[config.mk]
export PLATFORM = sky130hd
export DESIGN_NAME = frame_capture_ctrl_flat
export DESIGN_NICKNAME = d
export VERILOG_FILES = /design/src/rtl/frame_pkg.sv /design/src/rtl/frame_capture_ctrl_if.sv /design/src/rtl/frame_pix_counter.sv /design/src/rtl/frame_capture_ctrl.sv /design/src/flat_wrapper.sv
export SDC_FILE = /design/constraint.sdc
export NUM_CORES = 1
export LEC_CHECK = 0
export CAP_MARGIN = 40
export CORE_UTILIZATION = 35
export CTS_BUF_LIST = sky130_fd_sc_hd__clkbuf_4
export DETAILED_ROUTE_END_ITERATION = 16
export PLACE_DENSITY = 0.67
export RECOVER_POWER = 25
export SLEW_MARGIN = 20
export SYNTH_ARGS = -nofsm -noshare
export SYNTH_HDL_FRONTEND = slang
export SYNTH_SLANG_ARGS = --single-unit
[constraint.sdc]
create_clock -name CLK25 -period 2.8 [get_ports CLK25]
set_input_delay 0.7 -clock CLK25 [delete_from_list [all_inputs] [get_ports CLK25]]
set_output_delay 0.7 -clock CLK25 [all_outputs]
set_load 0.005 [all_outputs]
[src/rtl/frame_pkg.sv]
// Shared frame geometry, bus widths and capture state encoding used by the
// capture and display sides of the frame buffer.
package frame_pkg;

  localparam int unsigned FRAME_W      = 320;
  localparam int unsigned FRAME_H      = 240;
  localparam int unsigned FRAME_PIXELS = FRAME_W * FRAME_H;
  localparam int unsigned ADDR_W       = 17;
  localparam int unsigned PIX_W        = 12;

  typedef enum logic [2:0] {
    ST_IDLE,
    ST_ARM,
    ST_WAIT_START,
    ST_CAPTURE,
    ST_DONE
  } cap_state_t;

  // One frame buffer write beat
  typedef struct packed {
    logic [ADDR_W-1:0] addr;
    logic [PIX_W-1:0]  data;
  } fb_wr_t;

endpackage

[src/rtl/frame_capture_ctrl_if.sv]
// Camera pixel input, capture control, frame buffer write port and status of
// the capture controller. slave = controller side, master = driving side.
interface frame_capture_ctrl_if;
  import frame_pkg::*;

  logic              cam_vsync;
  logic              cam_pix_valid;
  logic [PIX_W-1:0]  cam_pix_data;
  logic              snap_req;
  logic              cont_mode;
  logic              abort;
  logic              clr_err;
  logic              wr_en;
  logic [ADDR_W-1:0] wr_addr;
  logic [PIX_W-1:0]  wr_data;
  logic              busy;
  logic              frame_done;
  logic              short_err;
  logic              ovf_err;
  logic [7:0]        frame_count;

  modport slave (
    input  cam_vsync, cam_pix_valid, cam_pix_data,
    input  snap_req, cont_mode, abort, clr_err,
    output wr_en, wr_addr, wr_data,
    output busy, frame_done, short_err, ovf_err, frame_count
  );

  modport master (
    output cam_vsync, cam_pix_valid, cam_pix_data,
    output snap_req, cont_mode, abort, clr_err,
    input  wr_en, wr_addr, wr_data,
    input  busy, frame_done, short_err, ovf_err, frame_count
  );

endinterface

[src/rtl/frame_pix_counter.sv]
// Saturating pixel counter: sync clear, increment enable, flag at LIMIT.
module frame_pix_counter
  import frame_pkg::*;
#(
  parameter int unsigned LIMIT = FRAME_PIXELS
) (
  input  logic              CLK25,
  input  logic              rst_n,
  input  logic              i_clr,
  input  logic              i_inc,
  output logic [ADDR_W-1:0] o_count,
  output logic              o_at_limit_c
);

  logic [ADDR_W-1:0] r_count;
  logic              w_at_limit;

  assign w_at_limit   = (r_count == ADDR_W'(LIMIT));
  assign o_at_limit_c = w_at_limit;
  assign o_count      = r_count;

  // Holds at LIMIT so extra pixels can never wrap back onto address 0
  always_ff @(posedge CLK25) begin
    if (!rst_n) begin
      r_count <= '0;
    end else if (i_clr) begin
      r_count <= '0;
    end else if (i_inc && !w_at_limit) begin
      r_count <= r_count + ADDR_W'(1);
    end
  end

endmodule

[src/rtl/frame_capture_ctrl.sv]
// Sequences camera pixels into the frame buffer: single-shot or continuous
// capture aligned to frame boundaries, with short/overlong frame flags.
module frame_capture_ctrl
  import frame_pkg::*;
#(
  parameter int unsigned H_ACTIVE = FRAME_W,
  parameter int unsigned V_ACTIVE = FRAME_H
) (
  input  logic                 CLK25,
  input  logic                 rst_n,
  frame_capture_ctrl_if.slave  io_cap
);

  localparam int unsigned PIXELS = H_ACTIVE * V_ACTIVE;

  cap_state_t        r_state;
  cap_state_t        w_state_nxt;
  logic              w_pix_wr;
  logic              w_cnt_clr;
  logic              w_short_set;
  logic              w_ovf_set;
  logic [ADDR_W-1:0] w_count;
  logic              w_at_limit;

  fb_wr_t            r_wr;
  logic              r_wr_en;
  logic              r_busy;
  logic              r_frame_done;
  logic              r_short_err;
  logic              r_ovf_err;
  logic [7:0]        r_frame_count;

  frame_pix_counter #(
    .LIMIT (PIXELS)
  ) u_pix_counter (
    .CLK25        (CLK25),
    .rst_n        (rst_n),
    .i_clr        (w_cnt_clr),
    .i_inc        (w_pix_wr),
    .o_count      (w_count),
    .o_at_limit_c (w_at_limit)
  );

  always_ff @(posedge CLK25) begin
    if (!rst_n) begin
      r_state <= ST_IDLE;
    end else begin
      r_state <= w_state_nxt;
    end
  end

  // Next state and per-cycle strobes; vsync low wins over a coincident pixel
  always_comb begin
    w_state_nxt = r_state;
    w_pix_wr    = 1'b0;
    w_cnt_clr   = 1'b0;
    w_short_set = 1'b0;
    w_ovf_set   = 1'b0;
    case (r_state)
      ST_IDLE: begin
        if (io_cap.snap_req || io_cap.cont_mode) w_state_nxt = ST_ARM;
      end
      ST_ARM: begin
        if (!io_cap.cam_vsync) w_state_nxt = ST_WAIT_START;
      end
      ST_WAIT_START: begin
        w_cnt_clr = 1'b1;
        if (io_cap.cam_vsync) w_state_nxt = ST_CAPTURE;
      end
      ST_CAPTURE: begin
        if (!io_cap.cam_vsync) begin
          w_state_nxt = ST_DONE;
          w_short_set = !w_at_limit;
        end else if (io_cap.cam_pix_valid) begin
          w_ovf_set = w_at_limit;
          w_pix_wr  = !w_at_limit;
        end
      end
      ST_DONE: begin
        w_state_nxt = io_cap.cont_mode ? ST_WAIT_START : ST_IDLE;
      end
      default: w_state_nxt = ST_IDLE;
    endcase
    if (io_cap.abort) begin
      w_state_nxt = ST_IDLE;
      w_pix_wr    = 1'b0;
      w_short_set = 1'b0;
      w_ovf_set   = 1'b0;
    end
  end

  // Registered write port and status; busy/frame_done track the next state
  always_ff @(posedge CLK25) begin
    if (!rst_n) begin
      r_wr          <= '0;
      r_wr_en       <= 1'b0;
      r_busy        <= 1'b0;
      r_frame_done  <= 1'b0;
      r_short_err   <= 1'b0;
      r_ovf_err     <= 1'b0;
      r_frame_count <= '0;
    end else begin
      r_wr_en      <= w_pix_wr;
      r_busy       <= (w_state_nxt != ST_IDLE);
      r_frame_done <= (w_state_nxt == ST_DONE);
      if (w_pix_wr) begin
        r_wr.addr <= w_count;
        r_wr.data <= io_cap.cam_pix_data;
      end
      if (r_state == ST_DONE && !io_cap.abort) begin
        r_frame_count <= r_frame_count + 8'd1;
      end
      if (w_short_set)         r_short_err <= 1'b1;
      else if (io_cap.clr_err) r_short_err <= 1'b0;
      if (w_ovf_set)           r_ovf_err   <= 1'b1;
      else if (io_cap.clr_err) r_ovf_err   <= 1'b0;
    end
  end

  assign io_cap.wr_en       = r_wr_en;
  assign io_cap.wr_addr     = r_wr.addr;
  assign io_cap.wr_data     = r_wr.data;
  assign io_cap.busy        = r_busy;
  assign io_cap.frame_done  = r_frame_done;
  assign io_cap.short_err   = r_short_err;
  assign io_cap.ovf_err     = r_ovf_err;
  assign io_cap.frame_count = r_frame_count;

endmodule

[src/flat_wrapper.sv]
// flat-port wrapper written by rule: the top's interface ports become plain ports
module frame_capture_ctrl_flat import frame_pkg::*;
#(
  parameter int unsigned H_ACTIVE = FRAME_W,
  parameter int unsigned V_ACTIVE = FRAME_H
)
  (CLK25, rst_n, io_cap_cam_vsync, io_cap_cam_pix_valid, io_cap_cam_pix_data, io_cap_snap_req, io_cap_cont_mode, io_cap_abort, io_cap_clr_err, io_cap_wr_en, io_cap_wr_addr, io_cap_wr_data, io_cap_busy, io_cap_frame_done, io_cap_short_err, io_cap_ovf_err, io_cap_frame_count);
  frame_capture_ctrl_if io_cap_i ();
  input  logic CLK25;
  input  logic rst_n;
  input wire logic [$bits(io_cap_i.cam_vsync)-1:0] io_cap_cam_vsync;
  input wire logic [$bits(io_cap_i.cam_pix_valid)-1:0] io_cap_cam_pix_valid;
  input wire logic [$bits(io_cap_i.cam_pix_data)-1:0] io_cap_cam_pix_data;
  input wire logic [$bits(io_cap_i.snap_req)-1:0] io_cap_snap_req;
  input wire logic [$bits(io_cap_i.cont_mode)-1:0] io_cap_cont_mode;
  input wire logic [$bits(io_cap_i.abort)-1:0] io_cap_abort;
  input wire logic [$bits(io_cap_i.clr_err)-1:0] io_cap_clr_err;
  output wire logic [$bits(io_cap_i.wr_en)-1:0] io_cap_wr_en;
  output wire logic [$bits(io_cap_i.wr_addr)-1:0] io_cap_wr_addr;
  output wire logic [$bits(io_cap_i.wr_data)-1:0] io_cap_wr_data;
  output wire logic [$bits(io_cap_i.busy)-1:0] io_cap_busy;
  output wire logic [$bits(io_cap_i.frame_done)-1:0] io_cap_frame_done;
  output wire logic [$bits(io_cap_i.short_err)-1:0] io_cap_short_err;
  output wire logic [$bits(io_cap_i.ovf_err)-1:0] io_cap_ovf_err;
  output wire logic [$bits(io_cap_i.frame_count)-1:0] io_cap_frame_count;
  assign io_cap_i.cam_vsync = io_cap_cam_vsync;
  assign io_cap_i.cam_pix_valid = io_cap_cam_pix_valid;
  assign io_cap_i.cam_pix_data = io_cap_cam_pix_data;
  assign io_cap_i.snap_req = io_cap_snap_req;
  assign io_cap_i.cont_mode = io_cap_cont_mode;
  assign io_cap_i.abort = io_cap_abort;
  assign io_cap_i.clr_err = io_cap_clr_err;
  assign io_cap_wr_en = io_cap_i.wr_en;
  assign io_cap_wr_addr = io_cap_i.wr_addr;
  assign io_cap_wr_data = io_cap_i.wr_data;
  assign io_cap_busy = io_cap_i.busy;
  assign io_cap_frame_done = io_cap_i.frame_done;
  assign io_cap_short_err = io_cap_i.short_err;
  assign io_cap_ovf_err = io_cap_i.ovf_err;
  assign io_cap_frame_count = io_cap_i.frame_count;
  frame_capture_ctrl #(.H_ACTIVE(H_ACTIVE), .V_ACTIVE(V_ACTIVE)) u_core (.CLK25(CLK25), .rst_n(rst_n), .io_cap(io_cap_i));
endmodule
# Yosys cells after proc, flatten, opt, wreduce, memory -nomap -nowiden

Index checks and enable logic that the tools add are counted.

Flip-flop bits (word level): 62
Bits in latches: 0
Memory bits (writable): 0
Memory bits (read-only): 0
Input bits: 20
Output and inout bits: 42
Logic and storage cells: 51
Memories kept: 0

Add/sub/neg operators: 2
Multiply operators: 0
Divide/modulo/power cells: 0
Order comparisons: 0
Equal/unequal tests: 6
Shift-type cells: 0
Muxes and demuxes: 22
Bitwise operators: 1
Reductions and logical operators: 10

Operators with widths:

| kind                    | number |
|---|---|
| $add A17 B1 Y17 const B | 1 |
| $eq A17 B17 Y1 const B  | 1 |
| $mux W1                 | 15 |
| $mux W3                 | 5 |
| $pmux W3 S5             | 1 |
| $add A8 B1 Y8 const B   | 1 |
| $eq A3 B2 Y1 const B    | 2 |
| $eq A3 B3 Y1 const B    | 2 |
| $reduce_bool A2 Y1      | 2 |
| $eq A3 B1 Y1 const B    | 1 |
| $logic_not A3 Y1        | 1 |
| $reduce_bool A3 Y1      | 1 |
| $logic_and A1 B1 Y1     | 2 |
| $logic_not A1 Y1        | 2 |
| $mux W2                 | 1 |
| $reduce_or A2 Y1        | 1 |
| $logic_or A1 B1 Y1      | 1 |
| $not A1 Y1              | 1 |

# Logic depth before layout (Yosys ltp)

Word-level depth: 7
Depth in mapped cells: 7
Gate-level depth less buffers: 6

# Hierarchy

A second synthesis with hierarchy kept.

Cells, all modules: 313
Area, all modules: 2,776.4 µm²

By module, submodules not included:

| module             | instances | cells an instance | area each (µm²) | seq. area each (µm²) |
|---|---|---|---|---|
| frame_capture_ctrl | 1         | 218               | 1,939.4         | 900.9 |
| frame_pix_counter  | 1         | 95                | 837.1           | 340.3 |

# Worst setup path after synthesis

No wires, ideal clock.

Path kind: input to register
Start point: in io_cap_abort
End point: reg u_core.u_pix_counter.r_count[11] (netlist: u_core.u_pix_counter.o_count[11])
Library setup time: 0.070 ns
Arrival: 2.087 ns
Required time: 2.730 ns
Path slack: 0.643 ns
Cell stages on the path: 4
Path buffers: 0
Cell sequence: nand4b_1 > or4_4 > or4b_1 > a21oi_1

Longest elaborated chain between the ends: 2

RTL lines:

| what                 | line                     | source |
|---|---|---|
| start, declared      | flat_wrapper.sv:16       | `input wire logic [$bits(io_cap_i.abort)-1:0] io_cap_abort;` |
| $mux W1              | frame_capture_ctrl.sv:84 | `if (io_cap.abort) begin` |
| $logic_and A1 B1 Y1  | frame_pix_counter.sv:28  | `end else if (i_inc && !w_at_limit) begin` |
| end signal, assigned | frame_pix_counter.sv:29  | `r_count <= r_count + ADDR_W'(1);` |
| end, declared        | frame_pix_counter.sv:15  | `logic [ADDR_W-1:0] r_count;` |

No other way between the ends.
A chain may end at the register's enable or synchronous reset.

# Final worst setup path

Same ends and word-level chain as after synthesis.

==> metrics.yaml <==
synth:
  synth_top_area_share_pct: 45.2
  synth.area.top_cells: "dfxtp_1 45%, mux2i_1 11%, nand2_1 9.7%"
  synth_cells: 310
  netlist_area_um2: 2740
  postSynth.asyncResetShare_pct: 0
  yosysUniqueCellTypes: 40
  synth_mux_area_share_pct: 10.9
  synth_fp_nets: 333
  ys_warn_count: 0
  yosysMostFrequentCell: "nand2_1"
  synth_top_family_by_area: "simple AND/OR/NAND/NOR gates"
  synth_compound_gate_area_share_pct: 7.39
  yosys.area.top_type: "dfxtp_1"
  synth_xor_area_share_pct: 2.87
  synth_seq_cells: 62
  yosys.area_share.adder_pct: 1.37
  synth_enable_flop_cells: 0
  yosys_most_used_dff: "dfxtp_1"
  seq_area_frac_synth_pct: 45.2
  synthTopCellsByCount: "71 x nand2_1, 62 x dfxtp_1, 30 x mux2i_1"
  avgSynthCellArea_um2: 8.85
  yosys.area_share.simple_pct: 28.7
cells_and_area:
  drive_gt1_share_pct: 6.58
  layout.nets: 399
  utilization_pct: 48.9
  area_growth_pct: 32.0
  antenna_cells: 0
  final_area_um2: 3620
pwr:
  peakVddDrop_mv: 0.224
  leakagePower_nw: 1.26
  power.total_w: 0.00155
  p_seq_share_pct: 57.1
  p_switching_w: 0.000362
  p_clk_share_pct: 38.2
  combPwrFrac_pct: 4.6
  sw_frac_of_total_pct: 23.3
  p_int_w: 0.00119
  power.density_nw_per_um2: 429
drt:
  first_iter_violations: 202
  wl_per_cell_um: 12.9
  drt-pass1-iter-count: 4
  num_vias: 2405
  antenna_left: 0
  wl_um: 6170
  viasPerCell: 5.02
  remaining_drc_errors: 0
cts:
  cts_buffers: 9
  post_cts_resized: 0
  clk_pin_slew_worst_paths_ns: 0.10
  tritoncts: "done"
  cts_root_buf: "clkbuf_4"
  cts_sinks: 62
  cts_hold_buf: 0
  worstSkewPairLatency_ns: 0.40
  cts_setup_buffers: 0
  clockBufferDepth: 2
  cts_htree_levels: 3
timing:
  setup_viol: 0
  period_needed_ns: 2.45
  hold_viol_final: 0
  tns_ns: 0
  rsz0062_at_grt: "false"
  worst_slew_pin_slew_ns: 0.617
  fmax_mhz: 409
  max-slew-margin-rel_pct: 58.4
  finalClockSkew_ns: 0.00663
  post-route-period-util_pct: 87.3
  slew_viol_final: 0
grt:
  grt_pass1_vias: 2259
  overflow: 0
  antenna_found_initial: 0
  grt_max_degree: 66
  grt_pass1_wl_um: 10600
  grt.total_usage_pct: 16.1
floorplan:
  row_count: 31
  die-area_um2: 8200
  die_w_um: 90.5
  initial_core_util_pct: 37.0
  core_um2: 7410
  ios: 62
  dieHeight_um: 90.5
run:
  cap_violations: 0
placed_design:
  gp_congestion: 0.821
  dpl-instance-area_um2: 3520
  portBuffers: 61
  dp_hpwl_um: 4230
setup_path:
  start_kind: "input port"
  rrSetupSlack_ns: 0.72
  crit_fanout: 6
  reg2regPathDepth: 7
  end_kind: "register"
  critPathKind: "input port to register"
  worstReg2RegEnd: "u_core.io_cap.wr_addr[6]"
  worstSetupEndpoint: "u_core.u_pix_counter.o_count[11]"
  crit_path_start: "io_cap_abort"
  r2r-start: "u_core.u_pix_counter.o_count[0]"
  cp.required_ns: 3.14
  crit_arrival_ns: 2.78
min_path:
  min_path_type: "register to register"
  min_from: "u_core.io_cap.wr_addr[5]"
status:
  status: "completed"
## power groups by stage
stage	Combinational (W)	Clock (W)	Sequential, W
2_1_floorplan	0.0000338	0	0.000906
3_3_place_gp	0.0000738	0	0.000908
3_5_place_dp	0.0000753	0	0.000908
4_1_cts	0.0000760	0.000614	0.000888
5_1_grt	0.0000796	0.000655	0.000888
6_report	0.0000721	0.000594	0.000887
## per-stage QoR
step | instances | setup WS [ns] | hold WS [ns]
finish | 479 | 0.355 | 0.461
global route | 479 | 0.289 | 0.484
CTS | 479 | 0.511 | 0.466
detailed placement | 464 | 0.0772 | 0.446
global placement | 464 | 0.101 | 0.441
floorplan | 310 | 0.643 | 0.451
## critical path: stages
cell and delay, ns:
dlygate4sd3_1 0.56, nand4b_1 0.25, or4_4 0.59, or4b_1 0.52, a21oi_1 0.15
## sequential cells by signal, indices dropped and copies added, names as in the netlist
| register | flops |
|---|---|
| u_core.io_cap.wr_data | 12 |
| u_core.u_pix_counter.o_count | 17 |
| u_core.io_cap.frame_done | 1 |
| u_core.io_cap.busy | 1 |
| u_core.io_cap.ovf_err | 1 |
| u_core.io_cap.frame_count | 8 |
| u_core.io_cap.short_err | 1 |
| u_core.io_cap.wr_addr | 17 |
| u_core.r_state | 3 |
| u_core.io_cap.wr_en | 1 |
## area by class of cell
type                            count  area (µm²)
Clock buffer                       10        75.1
Clock inverter                      5        51.3
Fill cell                         715        3790
Inverter                            8        30.0
Multi-Input combinational cell    224        1410
Sequential cell                    62        1240
Tap cell                           99         124
Timing Repair Buffer               71         691
## how the worst min path moves through the flow
stage	endpoint	slack (ns)	depth (start not counted)
after global routing	u_core.io_cap.wr_data[10]	0.48	2
after floorplan	u_core.io_cap.wr_addr[0]	0.45	2
after detailed placement	u_core.io_cap.wr_data[8]	0.45	2
after CTS	u_core.io_cap.wr_addr[11]	0.47	2
after global placement	u_core.io_cap.wr_data[2]	0.44	2
final	u_core.io_cap.wr_addr[5]	0.46	2
## logic make-up (layout without fill, tap and decap cells)
group | Yosys count | count (layout)
adders and majority gates | 3 | 3
xor gates and xnor gates | 9 | 9
buffers and inverters | 24 | 94
muxes | 30 | 30
AOI/OAI and AO/OA | 35 | 35
DFF | 62 | 62
and+or+nand+nor | 147 | 147
## routing by layer
layer	wire length, µm	part of all wire, %	vias up	GRT usage, %
met1	2980	48	1108	21.0
li1	-	-	1227	-
met4	68	1.1	0	6.72
met3	349	5.7	7	5.22
met2	2770	45	63	24.3
met5	0	0	-	0
## layout by cell type, fill, tap and decap left out, types with 3 or more instances in the layout
cell,netlist,layout
nor4b_1,3,4
and3_1,4,4
dlygate4sd3_1,0,8
mux2i_1,30,30
nor2_1,6,5
nand3_1,9,9
nor3_1,3,3
or3_1,7,7
a21oi_1,13,13
nand4_1,9,9
nand2_1,71,71
inv_1,8,8
dfxtp_1,62,62
or4_1,7,7
o21ai_0,13,13
clkdlybuf4s50_1,0,52
clkbuf_1,12,4
clkbuf_4,0,10
buf_4,0,4
and2_1,8,6
xnor2_1,7,7
ha_1,3,3
Power figures use the tool's default switching activity.
